==> src/rtl/gouram_mp_pkg.sv <==
// Shared types and record-layout helpers for the gouram_mp trace monitor.
// A record is packed MSB to LSB as:
//   kind[1:0] | port[2:0] | jump | payload | ts_start | ts_end
package gouram_datatypes;

  typedef enum logic [1:0] {
    KIND_NONE = 2'b00,
    KIND_IF   = 2'b01,
    KIND_MEM  = 2'b10
  } rec_kind_e;

  typedef enum logic [1:0] {
    ST_IDLE     = 2'b00,
    ST_WAIT_GNT = 2'b01,
    ST_WAIT_RV  = 2'b10
  } port_state_e;

  localparam int KIND_W = 2;
  localparam int PORT_W = 3;
  localparam int JUMP_W = 1;

  // ts_end always sits at the bottom of the record
  localparam int OFF_TS_END = 0;

  function automatic int PAYLOAD_W(input int iw, input int aw);
    return (iw > aw) ? iw : aw;
  endfunction

  function automatic int OFF_TS_START(input int tw);
    return tw;
  endfunction

  function automatic int OFF_PAYLOAD(input int tw);
    return 2 * tw;
  endfunction

  function automatic int OFF_JUMP(input int iw, input int aw, input int tw);
    return OFF_PAYLOAD(tw) + PAYLOAD_W(iw, aw);
  endfunction

  function automatic int OFF_PORT(input int iw, input int aw, input int tw);
    return OFF_JUMP(iw, aw, tw) + JUMP_W;
  endfunction

  function automatic int OFF_KIND(input int iw, input int aw, input int tw);
    return OFF_PORT(iw, aw, tw) + PORT_W;
  endfunction

  function automatic int REC_W(input int iw, input int aw, input int tw);
    return OFF_KIND(iw, aw, tw) + KIND_W;
  endfunction

endpackage

==> src/rtl/gouram_trace_fifo.sv <==
// Trace record FIFO. Head is presented combinationally on rd_data (zero when
// empty). A write is accepted while full if a read happens in the same cycle.
module gouram_trace_fifo
  import gouram_datatypes::*;
#(
  parameter int WIDTH = 8,
  parameter int DEPTH = 16,
  localparam int AW = $clog2(DEPTH)
) (
  input  logic             clk,
  input  logic             rst_n,
  input  logic             wr_en,
  input  logic [WIDTH-1:0] wr_data,
  output logic             full,
  input  logic             rd_en,
  output logic [WIDTH-1:0] rd_data,
  output logic             empty,
  output logic [AW:0]      count
);

  logic [WIDTH-1:0] r_mem [DEPTH];
  logic [AW-1:0]    r_wr_ptr;
  logic [AW-1:0]    r_rd_ptr;
  logic [AW:0]      r_count;
  logic             w_do_wr;
  logic             w_do_rd;

  assign full    = (r_count == (AW+1)'(DEPTH));
  assign empty   = (r_count == '0);
  assign count   = r_count;
  assign w_do_rd = rd_en & ~empty;
  assign w_do_wr = wr_en & (~full | w_do_rd);
  assign rd_data = empty ? '0 : r_mem[r_rd_ptr];

  // storage array, not reset: contents are only visible through rd_ptr
  always_ff @(posedge clk) begin
    if (w_do_wr) r_mem[r_wr_ptr] <= wr_data;
  end

  // pointer and occupancy bookkeeping
  always_ff @(posedge clk or posedge rst_n) begin
    if (rst_n) begin
      r_wr_ptr <= '0;
      r_rd_ptr <= '0;
      r_count  <= '0;
    end else begin
      if (w_do_wr) r_wr_ptr <= r_wr_ptr + AW'(1);
      if (w_do_rd) r_rd_ptr <= r_rd_ptr + AW'(1);
      r_count <= r_count + (AW+1)'(w_do_wr) - (AW+1)'(w_do_rd);
    end
  end

endmodule

==> src/rtl/gouram_mp.sv <==
// gouram_mp: processor fetch / data-port trace monitor.
// Each source (IF plus one per data port) owns a one-entry holding register;
// a fixed-priority arbiter (IF first, then port 0 upward) moves one record per
// cycle into the trace FIFO. Events hitting an occupied holding register are
// dropped and flagged.
// Build option: GOURAM_DROP_COUNTER_EN enables the saturating drop_count;
// without it drop_count reads 0 and only the sticky overflow flag is kept.
// Note: rst_n is active-high and asynchronous in this codebase.
//
// Per-port data FSM:
//   state       | meaning
//   ST_IDLE     | no transaction outstanding
//   ST_WAIT_GNT | request seen, address/ts_start stored, waiting for grant
//   ST_WAIT_RV  | granted, waiting for read/write response
module gouram_mp
  import gouram_datatypes::*;
#(
  parameter int INSTR_DATA_WIDTH = 32,
  parameter int DATA_ADDR_WIDTH  = 32,
  parameter int NUM_DATA_PORTS   = 2,
  parameter int FIFO_DEPTH       = 16,
  parameter int TS_WIDTH         = 32,
  localparam int REC_WIDTH = REC_W(INSTR_DATA_WIDTH, DATA_ADDR_WIDTH, TS_WIDTH)
) (
  input  logic                                      clk,
  input  logic                                      rst_n,
  input  logic                                      jump_done,
  input  logic                                      instr_rvalid,
  input  logic [INSTR_DATA_WIDTH-1:0]               instr_rdata,
  input  logic [NUM_DATA_PORTS-1:0]                 data_req,
  input  logic [NUM_DATA_PORTS-1:0]                 data_gnt,
  input  logic [NUM_DATA_PORTS-1:0]                 data_rvalid,
  input  logic [NUM_DATA_PORTS*DATA_ADDR_WIDTH-1:0] data_addr,
  output logic                                      trace_valid,
  input  logic                                      trace_ready,
  output logic [REC_WIDTH-1:0]                      trace_data,
  output logic                                      overflow,
  output logic [15:0]                               drop_count
);

  localparam int NS = NUM_DATA_PORTS + 1;
  localparam int PW = PAYLOAD_W(INSTR_DATA_WIDTH, DATA_ADDR_WIDTH);

  logic [TS_WIDTH-1:0]        r_ts;
  logic                       r_jump_pend;
  logic                       r_overflow;
  port_state_e                r_state     [NUM_DATA_PORTS];
  port_state_e                w_state_nxt [NUM_DATA_PORTS];
  logic [DATA_ADDR_WIDTH-1:0] r_addr      [NUM_DATA_PORTS];
  logic [TS_WIDTH-1:0]        r_ts_start  [NUM_DATA_PORTS];
  logic [NUM_DATA_PORTS-1:0]  w_start;

  logic [NS-1:0]              r_hold_vld;
  logic [REC_WIDTH-1:0]       r_hold_rec [NS];
  logic [NS-1:0]              w_new_vld;
  logic [REC_WIDTH-1:0]       w_new_rec  [NS];
  logic [NS-1:0]              w_grant;
  logic [NS-1:0]              w_free;
  logic [NS-1:0]              w_drop;

  logic                       w_fifo_full;
  logic                       w_fifo_empty;
  logic                       w_fifo_wr;
  logic                       w_fifo_rd;
  logic                       w_fifo_can_wr;
  logic [REC_WIDTH-1:0]       w_fifo_din;
  logic [$clog2(FIFO_DEPTH):0] w_fifo_count;
  logic                       w_unused_count;

  assign w_unused_count = ^w_fifo_count;

  // free-running timestamp, wraps naturally
  always_ff @(posedge clk or posedge rst_n) begin
    if (rst_n) r_ts <= '0;
    else       r_ts <= r_ts + TS_WIDTH'(1);
  end

  // new events per source and data-port FSM next state
  always_comb begin
    w_new_vld = '0;
    for (int s = 0; s < NS; s++) w_new_rec[s] = '0;
    w_new_vld[0] = instr_rvalid;
    w_new_rec[0] = {KIND_IF, PORT_W'(0), r_jump_pend | jump_done,
                    PW'(instr_rdata), r_ts, r_ts};
    for (int i = 0; i < NUM_DATA_PORTS; i++) begin
      w_state_nxt[i] = r_state[i];
      w_start[i]     = 1'b0;
      w_new_rec[i+1] = {KIND_MEM, PORT_W'(i), 1'b0,
                        PW'(r_addr[i]), r_ts_start[i], r_ts};
      case (r_state[i])
        ST_IDLE:     w_start[i] = data_req[i];
        ST_WAIT_GNT: if (data_gnt[i]) w_state_nxt[i] = ST_WAIT_RV;
        ST_WAIT_RV: begin
          if (data_rvalid[i]) begin
            w_new_vld[i+1] = 1'b1;
            w_start[i]     = data_req[i];
            w_state_nxt[i] = ST_IDLE;
          end
        end
        default:     w_state_nxt[i] = ST_IDLE;
      endcase
      // a new request (from idle or right behind a response) skips WAIT_GNT if granted now
      if (w_start[i]) w_state_nxt[i] = data_gnt[i] ? ST_WAIT_RV : ST_WAIT_GNT;
    end
  end

  // data-port FSM state, captured address and start timestamp
  always_ff @(posedge clk or posedge rst_n) begin
    if (rst_n) begin
      for (int i = 0; i < NUM_DATA_PORTS; i++) begin
        r_state[i]    <= ST_IDLE;
        r_addr[i]     <= '0;
        r_ts_start[i] <= '0;
      end
    end else begin
      for (int i = 0; i < NUM_DATA_PORTS; i++) begin
        r_state[i] <= w_state_nxt[i];
        if (w_start[i]) begin
          r_addr[i]     <= data_addr[i*DATA_ADDR_WIDTH +: DATA_ADDR_WIDTH];
          r_ts_start[i] <= r_ts;
        end
      end
    end
  end

  // fixed-priority arbitration into the FIFO; lowest source index wins
  always_comb begin
    w_grant    = '0;
    w_fifo_din = '0;
    for (int s = NS - 1; s >= 0; s--) begin
      if (r_hold_vld[s] && w_fifo_can_wr) begin
        w_grant    = '0;
        w_grant[s] = 1'b1;
        w_fifo_din = r_hold_rec[s];
      end
    end
    w_free = ~r_hold_vld | w_grant;
    w_drop = w_new_vld & ~w_free;
  end

  assign w_fifo_rd     = trace_valid & trace_ready;
  assign w_fifo_can_wr = ~w_fifo_full | w_fifo_rd;
  assign w_fifo_wr     = |w_grant;
  assign trace_valid   = ~w_fifo_empty;

  // holding registers: a slot drained this cycle can take a new event at once
  always_ff @(posedge clk or posedge rst_n) begin
    if (rst_n) begin
      r_hold_vld <= '0;
      for (int s = 0; s < NS; s++) r_hold_rec[s] <= '0;
    end else begin
      for (int s = 0; s < NS; s++) begin
        if (w_new_vld[s] && w_free[s]) begin
          r_hold_vld[s] <= 1'b1;
          r_hold_rec[s] <= w_new_rec[s];
        end else if (w_grant[s]) begin
          r_hold_vld[s] <= 1'b0;
        end
      end
    end
  end

  // jump pending bit survives until an IF record actually carries it
  always_ff @(posedge clk or posedge rst_n) begin
    if (rst_n)                        r_jump_pend <= 1'b0;
    else if (instr_rvalid && w_free[0]) r_jump_pend <= 1'b0;
    else if (jump_done)               r_jump_pend <= 1'b1;
  end

  // sticky overflow on any dropped event
  always_ff @(posedge clk or posedge rst_n) begin
    if (rst_n)        r_overflow <= 1'b0;
    else if (|w_drop) r_overflow <= 1'b1;
  end

  assign overflow = r_overflow;

`ifdef GOURAM_DROP_COUNTER_EN
  logic [3:0]  w_drop_num;
  logic [16:0] w_drop_sum;
  logic [15:0] r_drop_count;

  // several sources may drop in the same cycle
  always_comb begin
    w_drop_num = '0;
    for (int s = 0; s < NS; s++) w_drop_num = w_drop_num + 4'(w_drop[s]);
    w_drop_sum = {1'b0, r_drop_count} + 17'(w_drop_num);
  end

  // saturating drop counter
  always_ff @(posedge clk or posedge rst_n) begin
    if (rst_n)              r_drop_count <= '0;
    else if (w_drop_sum[16]) r_drop_count <= 16'hFFFF;
    else                    r_drop_count <= w_drop_sum[15:0];
  end

  assign drop_count = r_drop_count;
`else
  assign drop_count = '0;
`endif

  gouram_trace_fifo #(
    .WIDTH (REC_WIDTH),
    .DEPTH (FIFO_DEPTH)
  ) u_fifo (
    .clk     (clk),
    .rst_n   (rst_n),
    .wr_en   (w_fifo_wr),
    .wr_data (w_fifo_din),
    .full    (w_fifo_full),
    .rd_en   (w_fifo_rd),
    .rd_data (trace_data),
    .empty   (w_fifo_empty),
    .count   (w_fifo_count)
  );

endmodule

==> config.mk <==
export PLATFORM = sky130hd
export DESIGN_NAME = gouram_mp
export DESIGN_NICKNAME = d
export VERILOG_FILES = /design/src/rtl/gouram_mp_pkg.sv /design/src/rtl/gouram_trace_fifo.sv /design/src/rtl/gouram_mp.sv
export SDC_FILE = /design/constraint.sdc
export NUM_CORES = 2
export LEC_CHECK = 0
export ABC_CLOCK_PERIOD_IN_PS = 14850
export CORE_ASPECT_RATIO = 0.5
export CORE_MARGIN = 2
export CORE_UTILIZATION = 40
export CTS_CLUSTER_SIZE = 30
export DETAILED_ROUTE_END_ITERATION = 8
export GPL_ROUTABILITY_DRIVEN = 0
export PLACE_DENSITY_LB_ADDON = 0.15
export SLEW_MARGIN = 10
export SYNTH_ARGS = -nofsm -noshare
export SYNTH_HDL_FRONTEND = slang
export SYNTH_SLANG_ARGS = --single-unit
==> constraint.sdc <==
create_clock -name clk -period 14.85 [get_ports clk]
set_clock_uncertainty 0.2 [all_clocks]
set_input_delay 2.97 -clock clk [delete_from_list [all_inputs] [get_ports clk]]
set_output_delay 2.97 -clock clk [all_outputs]
set_load 0.03 [all_outputs]
Yosys cells after proc, flatten, opt, wreduce, memory -nomap -nowiden --
Memories as Yosys holds them, arrays and structs flattened. Index checks and enable logic that the tools add are counted.
Storage, ports and cells: input port bits 107, logic and storage cells 99, output and inout port bits 120, bits in writable memories 1632, register bits after elaboration 474, memories kept 1
Cells by class: bitwise operators 12, reductions and logical operators 17, equal/unequal tests 11, $add $sub $neg 5, muxes and demuxes 35
Memories:
- u_fifo.r_mem | depth 16, width 102, rd ports 1, clocked after memory_dff 0, write ports 1, RTL line gouram_trace_fifo.sv:21 | logic [WIDTH-1:0] r_mem [DEPTH];
Operators with widths (count):
- 2-to-1 mux 102 bit | 4
- adder 32 x 1 -> 32 bit, second input constant | 1
- 2-to-1 mux 1 bit | 16
- 2-to-1 mux 2 bit | 8
- != test 3 bit, second input constant | 4
- case mux 2 bit (3 select lines) | 2
- 2-to-1 mux 3 bit | 3
- adder 4 x 1 -> 4 bit, second input constant | 2
- nonzero test 2 bit | 4
- logical AND 1 bit | 6
- inverter 3 bit | 2
- AND reduction 3 bit | 2
- OR reduction 3 bit | 2
- adder 5 x 1 -> 5 bit | 1
- == test 5 bit, second input constant | 1
- zero test 5 bit | 1
- subtractor 5 x 1 -> 5 bit | 1
- == test 2 x 1 -> 1 bit, second input constant | 2
- == test 2 bit, second input constant | 2
- zero test 2 bit | 2
- != test 2 bit, second input constant | 2
- case mux 1 bit (2 select lines) | 2
- bitwise AND 1 bit | 3
- bitwise AND 3 bit | 1
- other kinds (3) | 6

Depth between registers and ports, before layout --
word-level depth 12, gate-level depth with buffers 15, gate-level depth less buffers 13

Cells and area by module --
From an unflattened synthesis, not the netlist that was laid out.
Unflattened totals: cell total of the unflattened synthesis 3831, area total of the unflattened synthesis 79625.1 sq um
Modules (own cells, without submodules):
- gouram_trace_fifo | sequential area each 49332.3 sq um, instances 1, cells each 2579, area an instance 61795.5 sq um
- gouram_mp | sequential area each 10735.3 sq um, instances 1, cells each 1252, area an instance 17829.6 sq um

Least setup slack after synthesis --
OpenSTA, ideal clock, no wires.
kind input to register, start point input trace_ready, end point memory u_fifo.r_mem[3][0] (netlist name) (enable), setup slack 0.555 ns, stages 5, buffers on the path 2, data arrival time 13.289 ns, required time 13.844 ns, library setup time 0.806 ns, path through nor2b_1 > buf_2 > a21oi_1 > clkbuf_1 > nor4bb_1
On the way: word-level cells in the longest chain between the ends 10, elaborated cells on any way between the ends 14, classes of those cells mux: 5; bitwise: 5; reduce/logical: 4
Ends and longest elaborated chain:
- start: declaration | RTL line gouram_mp.sv:35 | input logic trace_ready,
- bitwise AND 1 bit * | RTL line gouram_mp.sv:141 | assign w_fifo_rd = trace_valid & trace_ready;
- bitwise OR 1 bit | RTL line gouram_mp.sv:142 | assign w_fifo_can_wr = ~w_fifo_full | w_fifo_rd;
- logical AND 1 bit | RTL line gouram_mp.sv:131 | if (r_hold_vld[s] && w_fifo_can_wr) begin
- 2-to-1 mux 3 bit (3 in a row) | RTL line gouram_mp.sv:131
- OR reduction 3 bit | RTL line gouram_mp.sv:143 | assign w_fifo_wr = |w_grant;
- bitwise AND 1 bit * | RTL line gouram_trace_fifo.sv:32 | assign w_do_wr = wr_en & (~full | w_do_rd);
- 2-to-1 mux 1 bit * | RTL line gouram_trace_fifo.sv:37 | if (w_do_wr) r_mem[r_wr_ptr] <= wr_data;
- 2-to-1 mux 1 bit (not written as such) * | RTL line gouram_trace_fifo.sv:37
- end: declaration | RTL line gouram_trace_fifo.sv:21
Mark *: on every way between the ends. The rest lies on a longest branch, timed or not.

Worst setup path in the final report --
start point register u_fifo.r_rd_ptr[0], end point output trace_data[35]
On the way: word-level cells in the longest chain between the ends 2
Ends and longest elaborated chain:
- start: declaration | RTL line gouram_trace_fifo.sv:23 | logic [AW-1:0] r_rd_ptr;
- start signal: assignment | RTL line gouram_trace_fifo.sv:48 | if (w_do_rd) r_rd_ptr <= r_rd_ptr + AW'(1);
- memory (16 x 102 bit)
- 2-to-1 mux 102 bit | RTL line gouram_trace_fifo.sv:33 | assign rd_data = empty ? '0 : r_mem[r_rd_ptr];
- end: declaration | RTL line gouram_mp.sv:36 | output logic [REC_WIDTH-1:0] trace_data,
No other way between the ends.

==> out/summary.md <==
- outcome: finished, final reports clean
- remaining global-route overflow: 0
- Setup TNS: 0 ns
- arrival time at the worst endpoint: 5.13 ns
- pin count of the biggest net entering global routing: 191
- origin of the worst min-delay path: r_hold_rec[304]$_DFFE_PP0P_
- net switching share of the total power: 31.74%
- cell type with the highest aggregate area in the netlist: edfxtp_1
- post-layout minimum cycle time: 8.298 ns
- relative contribution of combinational cells to total power: 30.8%
- power per cell area: 198.2 nW/um2
- number of nets with antenna violations after detailed routing: 0
- Worst Setup End Kind: output pin
- clock latency on the worst-skew pair: 0.83 ns
- number of different library cells in the post-synthesis netlist: 54
- per-cell routed wire length: 27.82 um
- unrepaired setup endpoints after global routing: false
- top cell family by delay on the critical path: buffers and inverters
- CP bufs+invs: 3
- GR Util All Layers: 18.71%
- Die Y: 318.4 um
- Final period util: 55.88%
- fin cells: 6,816
- async set-or-reset flop fraction in the synthesized netlist: 21.65%
- number of levels the H-tree was split into: 4
- register bit total from synthesis: 2,042
- Post-CTS Resized: 0
- warnings from Yosys: 0
- top area cells in the synthesized netlist: edfxtp_1 (61%), dfrtp_1 (14%), mux4_2 (11%)
- filler cell count: 16,550
- ratio of cells with drive above 1 in the final layout: 27.01%
- clock transition at the registers of the reported paths: 0.06 ns
- area of the core: 196,600 um2
- worst r2r src: u_fifo.count[2]$_DFF_PP0_
- count of endpoints failing setup in the final report: 0
- total clock sinks: 2,042
- standard cell with the maximum stage delay on the critical path: dfrtp_4
- vias in the first global route: 39,950
- Clock Power Share: 26.4%
- fmax: 120.5 MHz
- final wirelength: 189.7 mm
- Chip Width: 632.7 um
- worst path cell trace: buf_4 -> buf_4 -> mux4_2 -> mux2i_1 -> o22ai_1 -> clkdlybuf4s50_1
- mean instance size in the synthesized netlist: 20.90 um2
- initial antenna violation count: 5
- Cell Int Power: 12.19 mW
- post-synthesis instance area: 79,060 um2
- timing startpoint of the critical path: u_fifo.r_rd_ptr[0]$_DFFE_PP0P_
- Total Die Area: 201,400 um2
- commonest cells after routing, fill and taps aside: edfxtp_1 (1,600), dfrtp_1 (439), mux4_2 (400)
- effective utilization at floorplan: 40.22%
- CP most frequent cell: buf_4
- Cell Count Post-Placement: 6,474
- maximum fanout along the worst path: 40
- hold bufs inserted after CTS: 0
- area growth from synthesis to layout: 13.97%
- worst-margin pin slew: 1.239 ns
- Hold Crit Class: flip-flop to flip-flop
- Detailed Routing Iterations Pass 1: 7
- placed inst area: 84,220 um2
- commonest non-fill, non-tap cell in the layout: edfxtp_1
- sw power: 5.669 mW
- drt initial violations: 3,192
- Ports: 227
- portion of the post-synthesis area used by sequential elements: 74.76%
- cells after synthesis: 3,783
- Post-Layout Inst Area: 90,110 um2
- post-CTS repair timing setup buffer count: 0
- relative slew slack: 17.42%
- Worst path max stage delay: 1.01 ns
- final-report hold violation count: 0
- global-route wire length before repair: 275.5 mm
- Multi-input gate area: 18,940 um2
- vias per cell: 5.520
- number of buffers added by the clock tree synthesis step: 191
- total of max-cap violations: 0
- type of the setup path with the least slack: flip-flop to output pin
- net count of the finished layout: 4,155
- max-slew violation total from the final report: 0
- CTS tree: yes
- type of element launching the critical path: flip-flop
- Power Total: 17.86 mW
- Cell Rows: 115
- DRC viols: 0
- Clock Root Buffer: clkbuf_16
- maximum root-to-sink buffer count: 4
- total via count after detailed routing: 37,630
- CP Data Required Time: 11.68 ns
- proportion of netlist area held by the largest area contributor: 60.77%
- leakage power: 30.75 nW
- smallest hold slack: 0.2702 ns
- leading register cell type out of synthesis: edfxtp_1
- HPWL after detailed placement: 98.43 mm
- Post-synth EDFFs: 1,600
- port bufs: 208
- sequential share of power: 42.8%
- FF/Latch Area: 59,120 um2
- VDD IR max: 0.0001504 V
registers in the layout, summed over array words and instances (netlist names), 5 cells and up:
name and cells:
r_ts_start 64, r_addr 64, r_ts 32, u_fifo.count 5
r_hold_rec 260, u_fifo.r_mem 1600
power groups by stage:
stage	Combinational (mW)	Sequential (mW)	Clock [mW]
6_report	5.51	7.64	4.71
5_1_grt	5.86	7.73	5.05
4_1_cts	5.67	7.66	4.83
3_5_place_dp	5.66	7.77	0
3_3_place_gp	5.62	7.73	0
2_1_floorplan	3.73	7.67	0
layer usage:
| metal | global-route usage (%) | wire length (um) | vias up |
|---|---|---|---|
| met3 | 2.566 | 8480 | 252 |
| met4 | 3.989 | 3515 | 0 |
| li1 | - | - | 15890 |
| met1 | 27.27 | 86960 | 20610 |
| met2 | 30.18 | 90700 | 878 |
| met5 | 0 | 0 | - |
cells by family after synthesis:
kind of cell             after synthesis  synth area share (%)
other                                  1              0.004743
AO/OA/AOI/OAI                        224                 2.163
AND/OR/NAND/NOR                      207                 1.413
XOR/XNOR                              40                0.4431
flip-flops                          2042                 74.76
multiplexers                         985                 19.41
buffers and inverters                271                 1.589
adder cells (fa/ha/maj)               13                0.2152
final timing paths:
| path | to | slack, ns | cells after the start |
|---|---|---|---|
| worst max-delay path | trace_data[35] | 6.55 | 6 |
| worst min-delay path | r_hold_rec[304]$_DFFE_PP0P_ | 0.27 | 1 |
| worst max register to register | u_fifo.r_mem[10][55]$_DFFE_PP_ | 10.51 | 7 |
| worst min register to register | r_hold_rec[304]$_DFFE_PP0P_ | 0.27 | 1 |
| max in group asynchronous | r_ts[18]$_DFF_PP0_ | 9.77 | 4 |
| min in group asynchronous | r_addr[60]$_DFFE_PP0P_ | 2.41 | 2 |
worst reg2reg max path, delay by kind of cell, from the launching register on:
kind | cells | cell delay, ns
adders and majority gates | 1 | 0.21
AOI/OAI and AO/OA | 2 | 1.63
DFF | 1 | 0.35
buffers and inverters | 3 | 1.42
and+or+nand+nor | 1 | 0.21
Yosys cell counts, drive strengths merged (2+ instances only):
cell       n
nand3     10
a21boi     2
and4       7
nand2     84
a21oi     11
xnor2     23
clkbuf    99
mux2i    200
mux4     400
mux2     385
nand3b     2
a22oi     33
or2        4
nor2       9
a31oi      2
and3       3
and2      40
and3b      2
xor2      17
o21ai      3
nand4      9
nor4       3
nor3      16
a21o       5
nor4bb     4
o22ai    100
nor2b      3
edfxtp  1600
a221o     62
ha        12
nor3b      7
inv       26
buf      146
or4b       2
dfrtp    442
cell type report:
cell class | count | share of cell area (%)
clock buffer | 260 | 5.826
clock inverter | 81 | 0.6998
sequential | 2042 | 65.61
tap | 2632 | 3.655
antenna | 1 | 0.002777
multi-input combinational | 1487 | 21.01
timing repair buffer | 287 | 3.080
inverter | 26 | 0.1125
stage by stage:
step	setup WS (ns)	utilization, %
floorplan	0.5547	-
global placement	7.139	42.85
detailed placement	7.153	42.85
CTS	6.254	45.84
global route	6.121	45.84
finish	6.552	45.84
Note: power is estimated with default switching activity, not from simulation.
